==> src/rtl/pipe_pkg.sv <==
// Shared definitions for the inter-stage pipeline register: default widths,
// payload field map for the five-stage CPU bundle, and occupancy encodings.
package pipe_pkg;

  localparam int unsigned TNEW_W_DEF = 2;
  localparam int unsigned PAYLOAD_W_DEF = 128;

  // Payload field map (LSB offsets and widths) of the 128-bit stage bundle
  localparam int unsigned PC_OFF = 0;
  localparam int unsigned PC_W = 16;
  localparam int unsigned INSTR_OFF = PC_OFF + PC_W;
  localparam int unsigned INSTR_W = 32;
  localparam int unsigned ALUOUT_OFF = INSTR_OFF + INSTR_W;
  localparam int unsigned ALUOUT_W = 32;
  localparam int unsigned R2_OFF = ALUOUT_OFF + ALUOUT_W;
  localparam int unsigned R2_W = 32;
  localparam int unsigned IMM_OFF = R2_OFF + R2_W;
  localparam int unsigned IMM_W = 6;
  localparam int unsigned RD_OFF = IMM_OFF + IMM_W;
  localparam int unsigned RD_W = 5;
  localparam int unsigned RT_OFF = RD_OFF + RD_W;
  localparam int unsigned RT_W = 5;

  // Same map as a packed struct, MSB field first
  typedef struct packed {
    logic [RT_W-1:0]     rt;
    logic [RD_W-1:0]     rd;
    logic [IMM_W-1:0]    imm;
    logic [R2_W-1:0]     r2;
    logic [ALUOUT_W-1:0] aluout;
    logic [INSTR_W-1:0]  instr;
    logic [PC_W-1:0]     pc;
  } stage_payload_t;

  // Number of valid entries held by the stage
  typedef enum logic [1:0] {
    EMPTY = 2'd0,
    ONE   = 2'd1,
    FULL  = 2'd2
  } occ_e;

endpackage

==> src/rtl/pipe_entry.sv <==
// One register slot {valid, payload, tnew} with load / clear / hold control.
// Clear drops valid and tnew; the payload is kept unless zero_payload is set.
module pipe_entry
  import pipe_pkg::*;
#(
  parameter int unsigned PAYLOAD_W = PAYLOAD_W_DEF,
  parameter int unsigned TNEW_W    = TNEW_W_DEF
) (
  input  logic                 clk,
  input  logic                 reset,
  input  logic                 load,
  input  logic                 clear,
  input  logic                 zero_payload,
  input  logic [PAYLOAD_W-1:0] d_payload,
  input  logic [TNEW_W-1:0]    d_tnew,
  output logic                 valid,
  output logic [PAYLOAD_W-1:0] payload,
  output logic [TNEW_W-1:0]    tnew
);

  // Slot register; load wins over clear
  always_ff @(posedge clk) begin
    if (reset) begin
      valid   <= 1'b0;
      payload <= '0;
      tnew    <= '0;
    end else if (load) begin
      valid   <= 1'b1;
      payload <= d_payload;
      tnew    <= d_tnew;
    end else if (clear) begin
      valid <= 1'b0;
      tnew  <= '0;
      if (zero_payload) begin
        payload <= '0;
      end
    end
  end

endmodule

==> src/rtl/pipe_stage_reg.sv <==
// Generic inter-stage pipeline register with valid/ready handshake, a
// two-entry skid buffer (main + skid) and flush. Optional performance
// counters are enabled by defining PIPE_STAGE_PERF_EN.
module pipe_stage_reg
  import pipe_pkg::*;
#(
  parameter int unsigned PAYLOAD_W      = PAYLOAD_W_DEF,
  parameter int unsigned TNEW_W         = TNEW_W_DEF,
  parameter int unsigned TNEW_DEC       = 1,
  parameter bit          CLEAR_ON_FLUSH = 1'b1
) (
  input  logic                 clk,
  input  logic                 reset,
  input  logic                 flush,
  input  logic                 in_valid,
  output logic                 in_ready,
  input  logic [PAYLOAD_W-1:0] in_payload,
  input  logic [TNEW_W-1:0]    in_tnew,
  output logic                 out_valid,
  input  logic                 out_ready,
  output logic [PAYLOAD_W-1:0] out_payload,
  output logic [TNEW_W-1:0]    out_tnew,
  output logic [1:0]           occupancy
`ifdef PIPE_STAGE_PERF_EN
  ,
  output logic [31:0]          perf_stall_cnt,
  output logic [31:0]          perf_bubble_cnt
`endif
);

  occ_e occ_q, occ_d;

  logic                 main_valid, skid_valid;
  logic [PAYLOAD_W-1:0] main_payload, skid_payload, main_d_payload;
  logic [TNEW_W-1:0]    main_tnew, skid_tnew, main_d_tnew, in_tnew_dec;

  logic accept, consume;
  logic main_load, main_from_skid, main_clear;
  logic skid_load, skid_clear, zero_pl;

  assign accept  = in_valid & ~skid_valid & ~flush;
  assign consume = main_valid & out_ready;

  // Saturating Tnew decrement applied once on entry
  always_comb begin
    in_tnew_dec = '0;
    if (32'(in_tnew) > TNEW_DEC) begin
      in_tnew_dec = in_tnew - TNEW_W'(TNEW_DEC);
    end
  end

  // Occupancy state register
  always_ff @(posedge clk) begin
    if (reset) begin
      occ_q <= EMPTY;
    end else begin
      occ_q <= occ_d;
    end
  end

  // Next occupancy and slot controls; flush overrides any accept/consume
  always_comb begin
    occ_d          = occ_q;
    main_load      = 1'b0;
    main_from_skid = 1'b0;
    main_clear     = 1'b0;
    skid_load      = 1'b0;
    skid_clear     = 1'b0;
    zero_pl        = 1'b0;
    if (flush) begin
      occ_d      = EMPTY;
      main_clear = 1'b1;
      skid_clear = 1'b1;
      zero_pl    = CLEAR_ON_FLUSH;
    end else begin
      case (occ_q)
        EMPTY: begin
          if (accept) begin
            main_load = 1'b1;
            occ_d     = ONE;
          end
        end
        ONE: begin
          if (accept && consume) begin
            main_load = 1'b1;
          end else if (accept) begin
            skid_load = 1'b1;
            occ_d     = FULL;
          end else if (consume) begin
            main_clear = 1'b1;
            occ_d      = EMPTY;
          end
        end
        FULL: begin
          if (consume) begin
            main_load      = 1'b1;
            main_from_skid = 1'b1;
            skid_clear     = 1'b1;
            occ_d          = ONE;
          end
        end
        default: begin
          occ_d = EMPTY;
        end
      endcase
    end
  end

  // Main slot is refilled from skid first to keep FIFO order
  always_comb begin
    main_d_payload = in_payload;
    main_d_tnew    = in_tnew_dec;
    if (main_from_skid) begin
      main_d_payload = skid_payload;
      main_d_tnew    = skid_tnew;
    end
  end

  pipe_entry #(
    .PAYLOAD_W (PAYLOAD_W),
    .TNEW_W    (TNEW_W)
  ) u_main (
    .clk          (clk),
    .reset        (reset),
    .load         (main_load),
    .clear        (main_clear),
    .zero_payload (zero_pl),
    .d_payload    (main_d_payload),
    .d_tnew       (main_d_tnew),
    .valid        (main_valid),
    .payload      (main_payload),
    .tnew         (main_tnew)
  );

  pipe_entry #(
    .PAYLOAD_W (PAYLOAD_W),
    .TNEW_W    (TNEW_W)
  ) u_skid (
    .clk          (clk),
    .reset        (reset),
    .load         (skid_load),
    .clear        (skid_clear),
    .zero_payload (zero_pl),
    .d_payload    (in_payload),
    .d_tnew       (in_tnew_dec),
    .valid        (skid_valid),
    .payload      (skid_payload),
    .tnew         (skid_tnew)
  );

  assign in_ready    = ~skid_valid;
  assign out_valid   = main_valid;
  assign out_payload = main_payload;
  assign out_tnew    = main_tnew;
  assign occupancy   = occ_q;

`ifdef PIPE_STAGE_PERF_EN
  logic [31:0] stall_q, bubble_q, bubble_add;

  assign bubble_add = 32'(~main_valid) + 32'(flush & (main_valid | skid_valid));

  // Saturating stall and bubble counters
  always_ff @(posedge clk) begin
    if (reset) begin
      stall_q  <= '0;
      bubble_q <= '0;
    end else begin
      if (main_valid && !out_ready && (stall_q != 32'hFFFF_FFFF)) begin
        stall_q <= stall_q + 32'd1;
      end
      if (bubble_q > (32'hFFFF_FFFF - bubble_add)) begin
        bubble_q <= 32'hFFFF_FFFF;
      end else begin
        bubble_q <= bubble_q + bubble_add;
      end
    end
  end

  assign perf_stall_cnt  = stall_q;
  assign perf_bubble_cnt = bubble_q;
`else
  // No performance counters in this build
`endif

endmodule
==> config.mk <==
export PLATFORM = sky130hd
export DESIGN_NAME = pipe_stage_reg
export DESIGN_NICKNAME = d
export VERILOG_FILES = /design/src/rtl/pipe_pkg.sv /design/src/rtl/pipe_entry.sv /design/src/rtl/pipe_stage_reg.sv
export SDC_FILE = /design/constraint.sdc
export NUM_CORES = 1
export LEC_CHECK = 0
export CELL_PAD_IN_SITES_DETAIL_PLACEMENT = 0
export CELL_PAD_IN_SITES_GLOBAL_PLACEMENT = 1
export CORE_MARGIN = 2
export CORE_UTILIZATION = 41
export DETAILED_ROUTE_END_ITERATION = 10
export GPL_ROUTABILITY_DRIVEN = 0
export HOLD_SLACK_MARGIN = 0.06
export PLACE_DENSITY = 0.85
export REMOVE_ABC_BUFFERS = 1
export SYNTH_ARGS = -nofsm -noshare
export SYNTH_HDL_FRONTEND = slang
export SYNTH_SLANG_ARGS = --single-unit
export TNS_END_PERCENT = 50
==> constraint.sdc <==
create_clock -name clk -period 2.5 [get_ports clk]
set_input_delay 0.25 -clock clk [delete_from_list [all_inputs] [get_ports clk]]
set_output_delay 0.25 -clock clk [all_outputs]
set_load 0.02 [all_outputs]
# After elaboration in Yosys (flattened, before gate mapping)
# Cells that the tools add are included.
# totals
regBits,264
input_bits,135
out_inout_bits,134
word_cells,68
# classes
add_sub_neg,1
n_lt_le_gt_ge,1
eq_ne,6
n_mux,38
n_bitwise,5
n_reduce_logical,10
# op_table
cell,count
$mux W128,6
$mux W2,11
$mux W1,19
$reduce_bool A2 Y1,4
$ne A2 B2 Y1 const B,3
$pmux W2 S3,1
$reduce_and A2 Y1,2
$reduce_and A4 Y1,1
$and A1 B1 Y1,3
$ne A3 B3 Y1 const B,1
$pmux W1 S3,1
$eq A2 B1 Y1 const B,1
$eq A2 B2 Y1 const B,1
$gt A2 B1 Y1 const B,1
$logic_not A2 Y1,1
$not A1 Y1,2
$reduce_or A2 Y1,1
$sub A2 B1 Y2 const B,1
$logic_and A1 B1 Y1,1

# Logic depth before layout (Yosys ltp)
# Gate-level depths: netlist of run 1.
# logic_depth
depth_word,9
ltp_mapped,7
ltp_nobuf,3

# Cells and area by module
# From an unflattened synthesis of run 1, not the netlist that was laid out.
# hier_totals
cells_unflattened,1335
area_unflattened_um2,12147.9
# by_module_without_submodules
mod,n_inst,cells_each,area_per_inst_um2,seq_area_each_um2
pipe_entry,2,583,5153.7,2622.5
pipe_stage_reg,1,169,1840.5,40.0

# Worst setup path before layout of run 1
# Ideal clock, no wire load.
# synth_path
path_type,register to register
start,"reg occ_q[0], in the netlist occupancy[0]"
end,reg u_skid.tnew[0]
setup_ps,127
t_arrival_ps,1579
t_required_ps,2373
setup_slack_ps,794
stages_incl_launch_ff,8
n_path_buf,4
period_less_slack_ps,1706
cell_sequence,dfxtp_1 buf_2 a21bo_2 buf_4 buf_4 buf_2 o2111ai_1 o41ai_1
# synth_via
elab_chain_len,4
elab_cells_between_ends,8
classes_between,eq/ne (2); mux (5); reduce/logical (1)
# synth_lines
element,line_no,source
from (decl),pipe_stage_reg.sv:31,"occ_e occ_q, occ_d;"
from (signal assigned),pipe_stage_reg.sv:55,occ_q <= EMPTY;
from (signal assigned),pipe_stage_reg.sv:57,occ_q <= occ_d;
$eq A2 B1 Y1 or $eq A2 B2 Y1 (tied branches),pipe_stage_reg.sv:76,case (occ_q)
$mux W1,pipe_stage_reg.sv:76,
$mux W1,pipe_stage_reg.sv:70,if (flush) begin
$mux W2 or $reduce_bool A2 Y1 (tied branches),--,
to (signal assigned),pipe_entry.sv:30,tnew <= d_tnew;
to (decl),pipe_entry.sv:18,output logic [TNEW_W-1:0] tnew
# Several ways; a longest one is shown, not always the timed one.
# A chain may end at the register's enable or synchronous reset.

# Worst setup path in the final report of run 1
# layout_path
start,reg u_main.valid
end,out out_valid
# layout_rtl
element,line_no,source
from (decl),pipe_entry.sv:16,"output logic valid,"
from (signal assigned),pipe_entry.sv:24,valid <= 1'b0;
from (signal assigned),pipe_entry.sv:28,valid <= 1'b1;
from (signal assigned),pipe_entry.sv:32,valid <= 1'b0;
to (decl),pipe_stage_reg.sv:19,"output logic out_valid,"
# No word-level cell between the ends.

==> flow_summary.toml, run 1 <==
[worst_setup_path]
slowest_stage = "clkdlybuf4s50_1"
crit_required_ps = 2250
critPathTopFamily = "buffers and inverters"
r2r_end = "u_main.payload[25]$_SDFFE_PP0P_"
r2r_setup_slack_ps = 510
worstPathArrival_ps = 1790
rr_startpoint = "occupancy[1]$_SDFFE_PP0P_"
path_max_fanout = 8
max_stage_delay_ps = 690
path_cells = "clkdlybuf4s50_1"
crit_path_start_kind = "flop"
worstSetupEndpointType = "output port"
path_class = "flop to output port"
path_buf_inv = 1
crit_cells = 1
reg2reg_depth = 4

[yosys]
synth_xor_area_frac = 0
yosys_warnings = 0
synth_edf_count = 0
ys_seq_area_frac = 0.440
synth_area_um2 = 12000
synth_flop_cell = "dfxtp_1"
synth_top_family_by_area = "compound AO/OA/AOI/OAI gates"
synthMuxAreaShare = 0.000833
ys_ff_latch = 264
synth_cell_types = 30
synth_cells = 1399
avgSynthCellArea_um2 = 8.59
synth_compound_area_frac = 0.407
yosys.area_share.adder = 0
synth-simple-area-share = 0.0750
synthArstFlopShare = 0

[grt]
grt_pass1_vias = 11194
grt_pass1_wl_um = 60200
grt_overflow = 0
use_met1 = 0.336
grt_max_degree = 136
grt_use_met3 = 0.0431
top_usage_layer = "met2"
grt_usage = 0.234
grt_use_met2 = 0.363
grt_antenna_before_repair = 3

[sta]
holdWs_ps = 161
slew_headroom = 0.536
slew_viol_final = 0
hold_viol_final = 0
layout_setup_ws_ps = 458
worst_pin_slew_ps = 697
rsz0062_at_grt = "false"
finClkSkew_ps = 15.4
fmax_mhz = 490
setup_viol = 0
period_minus_slack_ps = 2040
min_period_over_period = 0.817

[final_layout]
mostFrequentLayoutCells = "clkdlybuf4s50_1, dfxtp_1, a21oi_1"
drive_above_1_share = 0.122
fin_nets = 1682
final_common_cell = "clkdlybuf4s50_1"
fin_area_um2 = 16000
fill_cells = 2565
syn_to_final_growth_pct = 33.5
fin_util = 0.557

[cts]
clock_path_buffers = 3
cts_resized = 0
clock_latency_ps = 540
htree_levels = 1
cts.sinks = 264
cts-root-buf = "clkbuf_16"
numCtsBuffers = 29
cts_tree = "built"
path_clk_slew_ps = 60
holdBufCountCts = 0
post_cts.repair.setup_buffers = 0

[place]
port_buffers = 268
placed_cell_area_um2 = 15100
dp_hpwl_um = 22300
dp_slack_ps = 304

[floorplan]
dieHeight_um = 175
ios = 269
die-area_um2 = 30700
start_util = 0.417
die_w_um = 175
row_count = 62
coreArea_um2 = 28800

[power]
leakage_uw = 0.00501
powerDensity_nw_per_um2 = 621
ir_worst_vdd_mv = 0.367

[flow_run]
maxCapViolCount = 0

[worst_hold_path]
hold_path_end = "u_skid.payload[45]$_SDFFE_PP0P_"
hold_depth = 2
holdCritStartpoint = "reset"
hp-class = "input pin to flop"

[route]
dr.pass1.iters = 6
post-route-drc-count = 0
ant_nets = 0
wl_per_cell_um = 19.5
via_per_inst = 6.16
vias = 12044
wirelength_um = 38200
drtIter0Drc = 1294

[status]
status = "finished, final reports clean"
state kept, by name (all words and copies together) (netlist names):
register / cells
u_skid.valid: 1
u_main.valid: 1
u_main.tnew: 2
u_skid.tnew: 2
u_main.payload: 128
occupancy: 2
u_skid.payload: 128
worst max-delay path by stage:
| stage | startpoint | to |
|---|---|---|
| after CTS | u_main.valid$_SDFFE_PP0P_ | out_valid |
| after floorplan | occupancy[1]$_SDFFE_PP0P_ | u_skid.tnew[0]$_SDFFE_PP0P_ |
| after global placement | out_ready | u_main.payload[15]$_SDFFE_PP0P_ |
| final | u_main.valid$_SDFFE_PP0P_ | out_valid |
| after detailed placement | out_ready | u_main.payload[67]$_SDFFE_PP0P_ |
| after global routing | u_main.valid$_SDFFE_PP0P_ | out_valid |
power by group:
part	internal, uW	switching [uW]
combinational	543	783
clock	2570	1710
sequential	4300	56.3
total	7410	2550
routing by layer:
layer	wire [um]	vias up	share of wire
li1	-	5691	-
met1	17300	5872	0.45
met2	17400	434	0.46
met3	2750	47	0.072
met4	645	0	0.017
met5	0	-	0
synth_stat cells (2+ instances only):
cell       instances  area, um2
buf_4              2       15.0
nor2_1             2       7.51
o2111ai_1          3       26.3
nand4_1          129        807
buf_6             11        124
buf_2             45        225
o21ai_0          256       1280
o41ai_1            2       17.5
o221ai_1           2       17.5
nand4b_1           3       26.3
o211ai_2          88       1100
buf_1              7       26.3
a21oi_1          259       1300
nand3_1            4       20.0
clkbuf_1         137        514
dfxtp_1          264       5290
a31oi_1          128        801
nor3b_1            2       15.0
o211ai_1          40        300
inv_1              5       18.8
layout make-up:
| type | count | area, um2 | area share |
|---|---|---|---|
| clock inverters | 6 | 82.6 | 0.00515 |
| diodes | 2 | 5.00 | 0.000312 |
| inverters | 6 | 30.0 | 0.00187 |
| clock buffers | 47 | 873 | 0.0545 |
| multi-input cells | 927 | 5830 | 0.364 |
| well taps | 384 | 480 | 0.0300 |
| flip-flops and latches | 264 | 5290 | 0.330 |
| repair buffers | 319 | 3450 | 0.215 |
cells by family (layout without fill, tap and decap cells):
kind of cell,count (synthesis),count (layout)
muxes,1,1
AOI/OAI and AO/OA,783,783
other,0,2
buffers and inverters,208,378
DFF,264,264
and+or+nand+nor,143,143
metrics by stage:
stage	power, uW	TNS, ps	cells
global route	10300	0	1955
floorplan	5030	-3309110	1197
finish	9960	0	1955
CTS	10000	0	1953
global placement	5750	0	1900
detailed placement	5760	0	1900
No activity file was read; power rests on OpenSTA's default activity.
==> run 2: changes to the inputs <==
--- a/config.mk
+++ b/config.mk
@@ -8,11 +8,11 @@
 export CELL_PAD_IN_SITES_DETAIL_PLACEMENT = 0
 export CELL_PAD_IN_SITES_GLOBAL_PLACEMENT = 1
 export CORE_MARGIN = 2
-export CORE_UTILIZATION = 41
+export CORE_UTILIZATION = 34
 export DETAILED_ROUTE_END_ITERATION = 10
 export GPL_ROUTABILITY_DRIVEN = 0
 export HOLD_SLACK_MARGIN = 0.06
-export PLACE_DENSITY = 0.85
+export PLACE_DENSITY = 0.76
 export REMOVE_ABC_BUFFERS = 1
 export SYNTH_ARGS = -nofsm -noshare
 export SYNTH_HDL_FRONTEND = slang
==> constraint.sdc (replaced) <==
create_clock -name clk -period 1.7 [get_ports clk]
set_input_delay 0.17 -clock clk [delete_from_list [all_inputs] [get_ports clk]]
set_output_delay 0.17 -clock clk [all_outputs]
set_load 0.02 [all_outputs]
==> run 2 against run 1 <==
Non-clock buffer count up 53; sequential power grew 47%; worst hold slack better by 54 ps; combinational power up 53%; clock skew decreased by 4.6 ps; sequential share of layout area shrank 1.6 points; largest power group is now the clock network.
==> flow_summary.toml, run 2 (synthesis results as in run 1) <==
[sta]
final.setup.tns_ps = 0
finClkSkew_ps = 10.8
hold_viol_final = 0
slew_viol_final = 0
slew_headroom = 0.676
worst_pin_slew_ps = 486
fmax_mhz = 605
min_period_over_period = 0.973
period_minus_slack_ps = 1650
setup_viol = 0

[cts]
cts-root-buf = "clkbuf_16"
numCtsBuffers = 30
cts_tree = "built"
path_clk_slew_ps = 60
cts.sinks = 264
htree_levels = 1
clock_path_buffers = 3
clock_latency_ps = 560

[grt]
grt_pass1_wl_um = 62900
grt_usage = 0.208
grt_max_degree = 94
grt_pass1_vias = 11295
grt_antenna_before_repair = 1
grt_overflow = 0

[worst_hold_path]
hold_path_end = "u_skid.payload[45]$_SDFFE_PP0P_"
hp-class = "input pin to flop"
hold_depth = 3
holdCritStartpoint = "in_payload[45]"

[final_layout]
reg_top3 = "u_main.payload x128, u_skid.payload x128"
syn_to_final_growth_pct = 40.5
mostFrequentLayoutCells = "dfxtp_1, a21oi_1, o21ai_0"
fin_nets = 1737
final_common_cell = "dfxtp_1"
fin_util = 0.487
drive_above_1_share = 0.153
fin_area_um2 = 16900

[worst_setup_path]
reg2reg_depth = 4
r2r_end = "u_skid.tnew[1]$_SDFFE_PP0P_"
path_buf_inv = 1
max_stage_delay_ps = 600
r2r_setup_slack_ps = 70
path_class = "flop to output port"
crit_path_start_kind = "flop"
crit_required_ps = 1530
worstSetupEndpointType = "output port"
slowest_stage = "clkdlybuf4s50_1"
rr_startpoint = "u_skid.valid$_SDFFE_PP0P_"
path_max_fanout = 2
critPathTopFamily = "buffers and inverters"
path_cells = "clkdlybuf4s50_1"
worstPathArrival_ps = 1480

[power]
comb_power_share = 0.136
ir_worst_vdd_mv = 0.852
pwr-share-clk = 0.438
p_sw_uw = 3900
sw_frac_of_total = 0.260
seqPwrFrac = 0.426
leakage_uw = 0.00659
powerDensity_nw_per_um2 = 889
intPower_uw = 11100

[place]
port_buffers = 268
dp_hpwl_um = 25500
placed_cell_area_um2 = 15800

[floorplan]
row_count = 68
die_w_um = 192
dieHeight_um = 192
die-area_um2 = 36800
coreArea_um2 = 34600
ios = 269
start_util = 0.347

[route]
wl_per_cell_um = 19.5
drtIter0Drc = 919
wirelength_um = 40500
via_per_inst = 5.84
vias = 12160
ant_nets = 0
dr.pass1.iters = 5
post-route-drc-count = 0

[status]
status = "finished, final reports clean"

[flow_run]
maxCapViolCount = 0
run 2: area by class of cell:
class	instances	area, um2
Fill cell	3235	17700
Multi-Input combinational cell	928	5840
Sequential cell	264	5290
Timing Repair Buffer	372	4150
Clock buffer	48	910
Tap cell	455	569
Clock inverter	7	85.1
Inverter	6	30.0
Antenna cell	2	5.00
run 2: per-stage QoR:
| stage | setup slack [ps] | power, uW | hold WS [ps] | instances |
|---|---|---|---|---|
| floorplan | -14460 | 7400 | 239 | 1197 |
| global placement | -279 | 8600 | 458 | 2023 |
| detailed placement | -280 | 8600 | 463 | 2023 |
| CTS | 1.23 | 15200 | 184 | 2079 |
| global route | -1.38 | 15600 | 194 | 2080 |
| finish | 46.0 | 15000 | 215 | 2082 |
run 2: power by group through the flow:
stage	sequential (uW)	clock (uW)	combinational (uW)
after global placement	6530	0	2060
after floorplan	6640	0	760
final	6400	6570	2040
after global routing	6410	7020	2190
after detailed placement	6530	0	2060
after CTS	6400	6740	2040
run 2: worst max path at each step:
stage,cells after the start,from,to,slack [ps]
2_1_floorplan,3,occupancy[1]$_SDFFE_PP0P_,u_skid.tnew[0]$_SDFFE_PP0P_,-14460
3_3_place_gp,5,in_valid,u_skid.payload[19]$_SDFFE_PP0P_,-280
3_5_place_dp,5,in_valid,u_skid.payload[19]$_SDFFE_PP0P_,-280
4_1_cts,1,u_main.payload[13]$_SDFFE_PP0P_,out_payload[13],1
5_1_grt,4,u_skid.valid$_SDFFE_PP0P_,u_skid.payload[34]$_SDFFE_PP0P_,-1
6_report,1,u_main.payload[12]$_SDFFE_PP0P_,out_payload[12],50
run 2: timing repair:
item	CTS	global route
endpoints found under the hold margin	10	0
gates resized for setup	70	60
hold buffers	1	0
endpoints found under the setup margin	69	76
pin swaps	0	1
setup buffers	0	0
gates cloned	0	1
run 2: worst register-to-register path, stage by stage (launching register included):
cell	delay (ps)
dfxtp_1	360
or3b_2	600
buf_4	240
o2111ai_1	210
o41ai_1	100
run 2: per-layer routing:
layer,up-vias,track usage,wire length (um)
li1,5811,-,-
met1,5895,0.293,18400
met5,-,0,0
met3,49,0.0406,2910
met2,405,0.329,18600
met4,0,0.0438,613
